==> src/rtl/snake_pkg.sv <==
// Shared types, NEC IR codes and tick-period helper for the snake game controller.
package snake_pkg;

    typedef enum logic [1:0] {
        ST_START  = 2'd0,
        ST_RUN    = 2'd1,
        ST_PAUSED = 2'd2,
        ST_OVER   = 2'd3
    } state_t;

    typedef enum logic [1:0] {
        SCR_START = 2'd0,
        SCR_GAME  = 2'd1,
        SCR_END   = 2'd2
    } screen_t;

    localparam logic [31:0] KEY_1     = 32'h20DF8877;
    localparam logic [31:0] KEY_2     = 32'h20DF48B7;
    localparam logic [31:0] KEY_3     = 32'h20DFC837;
    localparam logic [31:0] KEY_4     = 32'h20DF28D7;
    localparam logic [31:0] KEY_5     = 32'h20DFA857;
    localparam logic [31:0] KEY_6     = 32'h20DF6897;
    localparam logic [31:0] KEY_7     = 32'h20DFE817;
    localparam logic [31:0] KEY_8     = 32'h20DF18E7;
    localparam logic [31:0] KEY_9     = 32'h20DF9867;
    localparam logic [31:0] KEY_UP    = 32'h20DF02FD;
    localparam logic [31:0] KEY_DOWN  = 32'h20DF827D;
    localparam logic [31:0] KEY_LEFT  = 32'h20DFE01F;
    localparam logic [31:0] KEY_RIGHT = 32'h20DF609F;
    localparam logic [31:0] KEY_ENTER = 32'h20DF5AA5;
    localparam logic [31:0] KEY_MENU  = 32'h20DFC23D;

    function automatic int unsigned tick_period(input int unsigned clk_hz, input int unsigned base_hz,
                                                input int unsigned step_hz, input int unsigned level);
        return clk_hz / (base_hz + (level - 1) * step_hz);
    endfunction

    // Digit key to level number; 0 means "not a digit key".
    function automatic logic [3:0] key_level(input logic [31:0] code);
        case (code)
            KEY_1:   return 4'd1;
            KEY_2:   return 4'd2;
            KEY_3:   return 4'd3;
            KEY_4:   return 4'd4;
            KEY_5:   return 4'd5;
            KEY_6:   return 4'd6;
            KEY_7:   return 4'd7;
            KEY_8:   return 4'd8;
            KEY_9:   return 4'd9;
            default: return 4'd0;
        endcase
    endfunction

endpackage

==> src/rtl/snake_game_ctrl_bcd_accum.sv <==
// Saturating multi-digit BCD accumulator with synchronous clear.
module bcd_accum #(
    parameter int         DIGITS = 3,
    parameter logic [3:0] INC    = 4'd5
) (
    input  logic                  clk,
    input  logic                  rst,
    input  logic                  clear,
    input  logic                  add,
    output logic [4*DIGITS-1:0]   value
);

    logic [4*DIGITS-1:0] sum;
    logic [4*DIGITS-1:0] all_nines;
    logic                carry;
    logic [4:0]          d;

    // Full decimal ripple in one cycle; a carry out of the top digit saturates.
    always_comb begin
        sum       = '0;
        all_nines = '0;
        carry     = 1'b0;
        d         = '0;
        for (int i = 0; i < DIGITS; i++) begin
            d = {1'b0, value[4*i +: 4]} + {4'b0, carry} + ((i == 0) ? {1'b0, INC} : 5'd0);
            if (d > 5'd9) begin
                d     = d - 5'd10;
                carry = 1'b1;
            end else begin
                carry = 1'b0;
            end
            sum[4*i +: 4]       = d[3:0];
            all_nines[4*i +: 4] = 4'd9;
        end
    end

    always_ff @(posedge clk or posedge rst) begin
        if (rst) begin
            value <= '0;
        end else if (clear) begin
            value <= '0;
        end else if (add) begin
            value <= carry ? all_nines : sum;
        end
    end

endmodule

==> src/rtl/snake_game_ctrl.sv <==
// Snake game-flow controller: IR command FSM, difficulty, move tick, BCD score and high score.
// Optional PAUSED state is built when SNAKE_PAUSE_EN is defined.
module snake_game_ctrl
    import snake_pkg::*;
#(
    parameter int CLK_HZ          = 50_000_000,
    parameter int NUM_LEVELS      = 6,
    parameter int BASE_TICK_HZ    = 2,
    parameter int STEP_TICK_HZ    = 2,
    parameter int DEFAULT_LEVEL   = 4,
    parameter int POINTS_PER_FOOD = 5,
    parameter int SCORE_DIGITS    = 3
) (
    input  logic                      CLOCK_50,
    input  logic                      reset,
    input  logic                      cmd_valid,
    input  logic [31:0]               cmd_code,
    input  logic                      food_eaten,
    input  logic                      game_over,
    output logic                      game_enable,
    output logic                      game_tick,
    output logic [1:0]                screen_sel,
    output logic [3:0]                difficulty,
    output logic [4*SCORE_DIGITS-1:0] score_bcd,
    output logic [4*SCORE_DIGITS-1:0] high_score_bcd
);

    // state     | meaning
    // ST_START  | menu, digit keys pick level;  ST_RUN | game in progress, ticking
    // ST_PAUSED | game frozen (SNAKE_PAUSE_EN); ST_OVER | game ended, high score latched
    state_t      state, state_nxt;
    logic        score_clr;
    logic        is_enter, is_menu;
    logic [3:0]  lvl;
    logic [31:0] period;
    logic [31:0] period_lut [NUM_LEVELS];
    logic [31:0] tick_cnt;

    assign is_enter = cmd_valid && (cmd_code == KEY_ENTER);
    assign is_menu  = cmd_valid && (cmd_code == KEY_MENU);
    assign lvl      = key_level(cmd_code);

    always_ff @(posedge CLOCK_50 or posedge reset) begin
        if (reset) state <= ST_START;
        else       state <= state_nxt;
    end

    always_comb begin
        state_nxt = state;
        score_clr = 1'b0;
        case (state)
            ST_START: begin
                if (is_enter) begin
                    state_nxt = ST_RUN;
                    score_clr = 1'b1;
                end
            end
            ST_RUN: begin
                if (game_over) state_nxt = ST_OVER;
`ifdef SNAKE_PAUSE_EN
                else if (is_enter) state_nxt = ST_PAUSED;
`endif
            end
            ST_PAUSED: begin
`ifdef SNAKE_PAUSE_EN
                if (is_enter)     state_nxt = ST_RUN;
                else if (is_menu) state_nxt = ST_START;
`else
                state_nxt = ST_START;
`endif
            end
            ST_OVER: begin
                if (is_menu) state_nxt = ST_START;
            end
            default: state_nxt = ST_START;
        endcase
    end

    assign game_enable = (state == ST_RUN) || (state == ST_PAUSED);

    always_comb begin
        case (state)
            ST_RUN, ST_PAUSED: screen_sel = SCR_GAME;
            ST_OVER:           screen_sel = SCR_END;
            default:           screen_sel = SCR_START;
        endcase
    end

    always_ff @(posedge CLOCK_50 or posedge reset) begin
        if (reset) begin
            difficulty <= 4'(DEFAULT_LEVEL);
        end else if (state == ST_START && cmd_valid && lvl != 4'd0 && lvl <= 4'(NUM_LEVELS)) begin
            difficulty <= lvl;
        end
    end

    // Every level's period is a constant; difficulty only selects among them.
    for (genvar g = 0; g < NUM_LEVELS; g++) begin : g_period
        assign period_lut[g] = 32'(tick_period(CLK_HZ, BASE_TICK_HZ, STEP_TICK_HZ, g + 1));
    end

    always_comb begin
        period = period_lut[0];
        for (int i = 0; i < NUM_LEVELS; i++) begin
            if (difficulty == 4'(i + 1)) period = period_lut[i];
        end
    end

    always_ff @(posedge CLOCK_50 or posedge reset) begin
        if (reset) begin
            tick_cnt  <= '0;
            game_tick <= 1'b0;
        end else begin
            game_tick <= 1'b0;
            if (state == ST_RUN) begin
                if (tick_cnt == period - 32'd1) begin
                    tick_cnt  <= '0;
                    game_tick <= 1'b1;
                end else begin
                    tick_cnt <= tick_cnt + 32'd1;
                end
            end else if (state != ST_PAUSED) begin
                tick_cnt <= '0;
            end
        end
    end

    bcd_accum #(
        .DIGITS (SCORE_DIGITS),
        .INC    (4'(POINTS_PER_FOOD))
    ) u_score (
        .clk   (CLOCK_50),
        .rst   (reset),
        .clear (score_clr),
        .add   (food_eaten && state == ST_RUN),
        .value (score_bcd)
    );

    // BCD ordering matches binary ordering, so a plain compare suffices.
    always_ff @(posedge CLOCK_50 or posedge reset) begin
        if (reset) begin
            high_score_bcd <= '0;
        end else if (state == ST_OVER && score_bcd > high_score_bcd) begin
            high_score_bcd <= score_bcd;
        end
    end

endmodule

==> config.mk <==
export PLATFORM = sky130hd
export DESIGN_NAME = snake_game_ctrl
export DESIGN_NICKNAME = d
export VERILOG_FILES = /design/src/rtl/snake_pkg.sv /design/src/rtl/snake_game_ctrl_bcd_accum.sv /design/src/rtl/snake_game_ctrl.sv
export SDC_FILE = /design/constraint.sdc
export NUM_CORES = 1
export LEC_CHECK = 0
export CORE_ASPECT_RATIO = 1.1
export CORE_MARGIN = 2
export CORE_UTILIZATION = 35
export CTS_CLUSTER_SIZE = 12
export DETAILED_ROUTE_END_ITERATION = 8
export PLACE_DENSITY = 0.6
export SYNTH_ARGS = -nofsm -noshare
export SYNTH_HDL_FRONTEND = slang
export SYNTH_HIERARCHICAL = 1
export SYNTH_SLANG_ARGS = --single-unit
==> constraint.sdc <==
create_clock -name CLOCK_50 -period 4.8 [get_ports CLOCK_50]
set_input_delay 0.96 -clock CLOCK_50 [delete_from_list [all_inputs] [get_ports CLOCK_50]]
set_output_delay 0.96 -clock CLOCK_50 [all_outputs]
set_load 0.02 [all_outputs]
==> results of run 1 <==
## per-stage QoR
step | utilization (%) | instances | power [mW]
finish | 43.8 | 772 | 3.05
global route | 43.8 | 772 | 3.28
CTS | 43.8 | 772 | 3.08
detailed placement | 41.4 | 756 | 2.37
global placement | 41.4 | 756 | 2.33
floorplan | - | 555 | 1.85
## cells in the final DEF (no fill, tap or decap), types with 11 or more instances in the layout
cell and instances:
a21oi_1 22, a31oi_1 11, and2_1 13, clkdlybuf4s50_1 68, dfrtp_1 62, ha_1 25
inv_1 35, nand2_1 56, nand2b_1 16, nand3_1 25, nand4_1 11, nor2_1 35
nor2b_1 12, o21ai_0 28, xnor2_1 11
## logic make-up after synthesis
| group | synth area share, % |
|---|---|
| DFF | 33.8 |
| adders and majority gates | 6.71 |
| buffers and inverters | 6.28 |
| AOI/OAI and AO/OA | 19.4 |
| muxes | 1.56 |
| and+or+nand+nor | 29.6 |
| xor gates and xnor gates | 2.63 |
## sequential cells by signal, summed over array words and instances, names as in the netlist
signal and cells:
game_tick 1, high_score_bcd 12, u_score/value 12, difficulty 4, state 2, tick_cnt 32
## worst max path at each step
stage                       end  slack [ps]
2_1_floorplan  u_score/value[7]        1060
3_3_place_gp   u_score/value[7]         950
3_5_place_dp   u_score/value[7]         760
4_1_cts        u_score/value[7]         750
5_1_grt        u_score/value[7]         430
6_report       u_score/value[7]         760
## cell type report
cell class,instances,area [sq um]
clock buffer,10,229
clock inverter,6,85.1
fill,1292,7360
inverter,36,135
multi-input combinational,423,2790
sequential,63,1580
tap,161,201
timing repair buffer,73,718
## cell usage after synthesis (5+ instances only)
cell	count	area (sq um)
a211oi_1	5	37.5
a21o_1	5	37.5
a21oi_1	22	110
a31oi_1	11	68.8
and2_1	13	81.3
and3_1	5	31.3
buf_2	12	60.1
clkbuf_1	18	67.6
dfrtp_1	62	1550
ha_1	25	313
inv_1	36	135
mux2i_1	5	50.1
nand2_1	56	210
nand2b_1	16	100
nand3_1	25	125
nand3b_1	8	60.1
nand4_1	11	68.8
nor2_1	35	131
nor2b_1	12	75.1
nor3_1	10	50.1
nor3b_1	5	37.5
nor4_1	6	37.5
nor4b_1	7	61.3
nor4bb_1	5	50.1
o21ai_0	28	140
o22ai_1	6	37.5
o31ai_1	10	75.1
or3_1	6	37.5
xnor2_1	11	96.3
## report_power, final
group | switching, mW | internal, mW
logic | 0.868 | 0.670
clock network | 0.238 | 0.452
registers | 0.173 | 0.645
total | 1.28 | 1.77
## metal layers
metal,track usage [%],vias to the layer above
met2,29.8,97
met5,0,-
met1,22.6,2101
met4,5.09,0
met3,3.20,16
li1,-,2127
==> metrics.csv, run 1 <==
metric,value,unit
outcome,"finished, final reports clean",
setup_violations,0,
grt_pass1_wl,20500,um
path_cells,ha_1 -> nand2b_4 -> a21oi_1 -> inv_1 -> ha_1 -> ha_1 -> nand2b_1 -> a21oi_1 -> nor3_1 -> ha_1 -> ha_1 -> nand2b_1 -> a41oi_2 -> o21ai_1 -> o31a_1,
clk_latency,330,ps
top_layer_used,met4,
tns,0,ps
hold_depth,1,
clock_skew,9.71,ps
setup_slack,757,ps
rsz0062_at_grt,no,
clk_pin_slew,60,ps
num-nets-final,668,
io_pins,69,
dp_hpwl,8950,um
post-route-period-util,84.2,%
power.density,531,nW/um^2
cts_tree,yes,
drive_gt1_share,5.89,%
tightest_slew,900,ps
drv_slew,0,
maxCapViolations,0,
p_leak,2.31,nW
place_area,5430,sq um
max_slew_margin,39.5,%
syn_area,4660,sq um
ir_worst_vdd,0.175,mV
r2r_end,u_score/value[7],
synthesis.nets,617,
yosys_warnings,6,
post_cts_buffers,0,
stdcell_area,5740,sq um
clock_path_buffers,2,
avgRoutedWirePerCell,15.7,um
wl_met3,416,um
syn-instance-count,555,
areaGrowthSynthToFinish,23.1,%
cp.buffers_inverters,1,
fp.coreArea,13100,sq um
crit_type,register to register,
grt_pass1_vias,4110,
vias_per_cell,5.62,
routabilityCongestion,0.901,
vias,4341,
crit_family,adder cells,
max_freq,247,MHz
slowest_delay,460,ps
row_count,44,
n_antenna_cell,0,
grt_overflow,0,
hold_start,tick_cnt[19],
drt_pass1_iterations,5,
end_kind,register,
pre_cts_slack,761,ps
wl_met2,6090,um
cp.required,5020,ps
root_buffer,clkbuf_16,
whs,528,ps
r2r_slack,760,ps
remaining_drc_errors,0,
synth_ff_type,dfrtp_1,
cp-start-kind,register,
hold_viol,0,
hold-path-endpoint,tick_cnt[19],
synth_edf_count,0,
crit_arrival,4260,ps
htreeDepth,3,
r2r_cells,15,
cts_resized,0,
cp.depth,15,
io_buffer_count,68,
syn_area_per_cell,8.40,sq um
antenna_found_initial,0,
period_minus_slack,4040,ps
finalWirelength,12100,um
grt_usage,17.5,%
r2r_start,u_score/value[0],
crit_fanout,8,
die_width,114,um
clkSinkCount,63,
async_reset_ff_share,100,%
crit_top_cell,ha_1,
ys_ff_latch,63,
startpoint,u_score/value[0],
dieArea,14300,sq um
cts_made_buffers,9,
ant_nets,0,
die_h,125,um
ys_types,69,
grt_max_degree,52,
drt_iter0_drc,320,
postCtsHoldBufs,0,
m1WireLength,5380,um
hold_class,register to register,
start_util,35.6,%
yosysSeqAreaShare,33.8,%
cp_slowest_cell,dfrtp_1,
No activity file was read; power rests on OpenSTA's default activity.
==> run 2: changes to the inputs <==
clock period = 3.8 ns   (was 4.8 ns; I/O delays follow)
==> run 2 against run 1 <==
Against the previous run: critical endpoint is now u_score/value[1]; critical path depth is 1 higher; non-clock buffer count rose by 9; worst setup slack lost 510 ps; clock skew down 0.73 ps; largest power group unchanged; clock power up 21%; first-iteration DRC count decreased by 11%; register-to-register slack worse by 510 ps.
==> metrics.csv, run 2 (synthesis gave the netlist of run 1 again) <==
metric,value,unit
avgRoutedWirePerCell,16.1,um
end_kind,register,
final_cell_mix,"68 x clkdlybuf4s50_1, 62 x dfrtp_1, 56 x nand2_1",
routabilityCongestion,0.913,
dp_hpwl,9390,um
vias,4398,
clock_skew,8.97,ps
rsz0062_at_grt,no,
drt_iter0_drc,285,
outcome,"finished, final reports clean",
final_util,44.3,%
die_h,125,um
crit_arrival,3790,ps
regMostFlops,tick_cnt,
dpl.cell_count,765,
power.density,674,nW/um^2
root_buffer,clkbuf_16,
crit_fanout,5,
clkSinkCount,63,
ant_nets,0,
clock_path_buffers,2,
n_antenna_cell,0,
ir_worst_vdd,0.280,mV
areaGrowthSynthToFinish,24.3,%
instances_no_fill,781,
grt_max_degree,32,
hold_class,register to register,
tightest_slew,983,ps
fp.coreArea,13100,sq um
tns,0,ps
antenna_found_initial,0,
post_cts_buffers,0,
htreeDepth,3,
max_slew_margin,33.9,%
nFillCells,1300,
dieArea,14300,sq um
drv_slew,0,
clk_latency,340,ps
remaining_drc_errors,0,
cp.required,4030,ps
largest_reg_flops,32,
top_regs,"tick_cnt (32), high_score_bcd (12), u_score/value (12)",
num-nets-final,677,
grt_pass1_vias,4427,
clk_pin_slew,60,ps
post-route-period-util,93.6,%
cts_tree,yes,
row_count,44,
grt_usage,18.5,%
grt_overflow,0,
crit_type,register to register,
hold_viol,0,
period_minus_slack,3560,ps
cts_made_buffers,9,
drive_gt1_share,7.74,%
start_util,35.6,%
io_buffer_count,68,
maxCapViolations,0,
die_width,114,um
setup_violations,0,
vias_per_cell,5.63,
io_pins,69,
grt_pass1_wl,21700,um
max_freq,281,MHz
drt_pass1_iterations,5,
cp-start-kind,register,
finalWirelength,12600,um
p_leak,2.34,nW
mostFrequentLayoutCell,clkdlybuf4s50_1,
## run 2: cell types whose count changed in the layout (fill, tap and decap cells not counted)
cell,before,now
a21oi_2,0,1
inv_6,0,1
ha_1,25,24
clkbuf_1,1,0
ha_2,0,1
clkinv_4,0,1
a21oi_1,22,21
buf_4,5,14
bufinv_16,2,1
## run 2: report_power, final
group	switching (mW)	total [mW]	internal [mW]	leakage, nW
combinational	1.14	2.06	0.921	1.37
sequential	0.201	1.01	0.814	0.828
clock	0.324	0.832	0.508	0.142
## run 2: layout make-up
type / instances / area (sq um) / area share (%)
multi-input cells: 423 / 2800 / 48.3
flip-flops and latches: 63 / 1580 / 27.2
repair buffers: 82 / 786 / 13.6
clock buffers: 9 / 225 / 3.88
well taps: 161 / 201 / 3.47
inverters: 36 / 135 / 2.33
clock inverters: 7 / 72.6 / 1.25
## run 2: repair_timing
item	in CTS	in global routing
setup endpoints to repair	0	8
hold buffers	0	0
endpoints found under the hold margin	0	0
gates resized for setup	0	2
## run 2: worst paths after layout
check / depth (start not counted) / start / endpoint / slack, ps
min in group asynchronous: 2 / reset / high_score_bcd[3] / 790
hold reg to reg: 1 / tick_cnt[26] / tick_cnt[26] / 530
hold / removal: 1 / tick_cnt[26] / tick_cnt[26] / 530
max in group asynchronous: 3 / reset / high_score_bcd[11] / 2190
setup / recovery: 16 / u_score/value[0] / u_score/value[1] / 240
setup reg to reg: 16 / u_score/value[0] / u_score/value[1] / 240
## run 2: through the flow
| step | power (mW) | setup WS [ps] | hold WS, ps | instance area, sq um |
|---|---|---|---|---|
| after floorplan | 2.33 | 60.3 | 479 | 4660 |
| after CTS | 3.93 | 118 | 525 | 5790 |
| after global placement | 3.03 | 331 | 514 | 5490 |
| after global routing | 4.21 | 24.7 | 537 | 5800 |
| after detailed placement | 3.09 | 124 | 516 | 5490 |
| final | 3.91 | 244 | 534 | 5800 |
## run 2: layer usage
metal / track usage (%) / vias to the layer above / part of all wire (%)
met5: 0 / - / 0
met2: 31.4 / 108 / 50
met1: 23.4 / 2114 / 44
met3: 3.05 / 27 / 3.8
met4: 6.89 / 0 / 2.3
li1: - / 2149 / -
## run 2: critical path, stage by stage (launching register included)
cell and delay [ps]:
dfrtp_1 400, ha_1 250, nand2b_4 160, a21oi_2 230
inv_1 70, ha_1 210, ha_2 350, nand2b_1 100
a21oi_1 70, nor3_1 230, ha_1 200, ha_1 260
nand2b_1 170, a41oi_2 230, buf_4 170, nor2_2 60
o32ai_1 280
==> run 3: changes to the inputs <==
CORE_MARGIN = default   (was 2)
==> run 3 against run 2 <==
Against the previous run: the flow now finishes with violations (DRC); first-iteration DRC count up 35%; cell area up 0.13%; global-route usage rose by 0.38 points; combinational power about the same; worst hold slack worse by 6.3 ps; sequential share of layout area is essentially flat; sequential cell count did not move; worst setup slack worse by 78 ps; clock-buffer cell count grew 4; clock power fell by 8.2%; non-clock buffer count is 1 higher; largest cell class unchanged.
==> metrics.csv, run 3 (synthesis gave the netlist of run 1 again) <==
metric,value,unit
setup_slack,166,ps
io_buffer_count,68,
setup_violations,0,
cts_made_buffers,9,
outcome,"complete, but fails checks",
grt_overflow,0,
grt_max_degree,34,
finalWirelength,12200,um
htreeDepth,3,
period_minus_slack,3630,ps
cp-start-kind,register,
mostFrequentLayoutCell,clkdlybuf4s50_1,
rsz0062_at_grt,no,
hold_class,register to register,
drt_pass1_iterations,7,
clkSinkCount,63,
root_buffer,clkbuf_16,
final_cell_mix,"68 x clkdlybuf4s50_1, 61 x dfrtp_1, 56 x nand2_1",
cp.required,4020,ps
p_sw,1.65,mW
grt_pass1_wl,20800,um
max_freq,275,MHz
violations,DRC,
num-nets-final,678,
p_int,2.22,mW
grt_pass1_vias,4301,
crit_fanout,8,
n_antenna_cell,0,
r2r_cells,15,
slowest_delay,440,ps
power_frac_comb,53.7,%
crit_arrival,3850,ps
stdcell_area,5810,sq um
hold_depth,1,
row_count,43,
hold_viol,0,
top_regs,"tick_cnt (32), high_score_bcd (12), u_score/value (12)",
place_area,5480,sq um
post-route-period-util,95.6,%
antenna_found_initial,0,
ant_nets,0,
maxCapViolations,0,
remaining_drc_errors,8,
fp.coreArea,12800,sq um
finalPower,3.87,mW
power_frac_seq,26.6,%
cp_slowest_cell,dfrtp_2,
tightest_slew,869,ps
largest_reg_flops,32,
drive_gt1_share,7.89,%
regMostFlops,tick_cnt,
grt_usage,18.8,%
instances_no_fill,778,
clk_latency,330,ps
die_width,112,um
path_cells,ha_1 -> nand2b_4 -> a21oi_4 -> inv_1 -> ha_1 -> ha_1 -> nand3b_1 -> nor2_1 -> nor3_1 -> ha_1 -> ha_1 -> nand2b_1 -> a41oi_4 -> o21ai_2 -> o31a_1,
clock_path_buffers,2,
end_kind,register,
cts_tree,yes,
avgRoutedWirePerCell,15.7,um
whs,528,ps
power.density,667,nW/um^2
vias,4453,
postCtsHoldBufs,0,
pre_cts_slack,-16.2,ps
max_slew_margin,41.5,%
clock_skew,10.8,ps
ir_worst_vdd,0.263,mV
dieArea,13800,sq um
drv_slew,0,
dp_hpwl,9110,um
vias_per_cell,5.72,
sw_frac_of_total,42.6,%
dpl.cell_count,760,
crit_top_cell,ha_1,
die_h,123,um
crit_type,register to register,
p_leak,2.35,nW
areaGrowthSynthToFinish,24.5,%
io_pins,69,
drt_iter0_drc,386,
start_util,36.4,%
p_clk_share,19.7,%
clk_pin_slew,50,ps
routabilityCongestion,0.818,
## run 3: what timing repair did
action | CTS | global route
endpoints found under the setup margin | 1 | 11
gates resized for setup | 0 | 6
setup buffers | 0 | 2
pin swaps | 1 | 1
## run 3: per-stage QoR
stage          utilization, %  TNS (ps)
2_1_floorplan               -         0
3_3_place_gp             42.8         0
3_5_place_dp             42.8     -16.2
4_1_cts                  45.0         0
5_1_grt                  45.3         0
6_report                 45.3         0
## run 3: path summary, 6_finish.rpt
kind / start / endpoint / slack (ps)
max: u_score/value[0] / u_score/value[7] / 170
min: tick_cnt[18] / tick_cnt[18] / 530
min reg2reg: tick_cnt[18] / tick_cnt[18] / 530
max in group asynchronous: reset / tick_cnt[11] / 2240
min in group asynchronous: reset / high_score_bcd[1] / 780
max reg2reg: u_score/value[0] / u_score/value[7] / 170
## run 3: per-layer routing
layer	GRT usage (%)	wire length, um	up-vias
met5	0	0	-
met4	6.33	158	0
met3	3.28	600	16
met2	32.2	5980	121
met1	24.3	5460	2173
li1	-	-	2143
## run 3: critical path, delay by kind of cell (launching register included)
family          cells  cell delay, ps
compound gates      4             920
fa+ha+maj           5            1270
buf+inv             1              60
flops               1             440
simple gates        5             840
## run 3: area by class of cell
class	count	area (sq um)
Timing Repair Buffer	83	793
Fill cell	1255	7000
Clock inverter	3	17.5
Clock buffer	13	260
Inverter	36	135
Tap cell	157	196
Multi-Input combinational cell	423	2820
Sequential cell	63	1580
## run 3: power by group through the flow
stage | combinational [mW] | sequential, mW | clock, mW
after floorplan | 1.22 | 1.11 | 0
after CTS | 2.04 | 1.02 | 0.784
final | 2.08 | 1.03 | 0.764
after detailed placement | 2.03 | 1.03 | 0
after global routing | 2.31 | 1.06 | 0.809
after global placement | 1.99 | 1.02 | 0
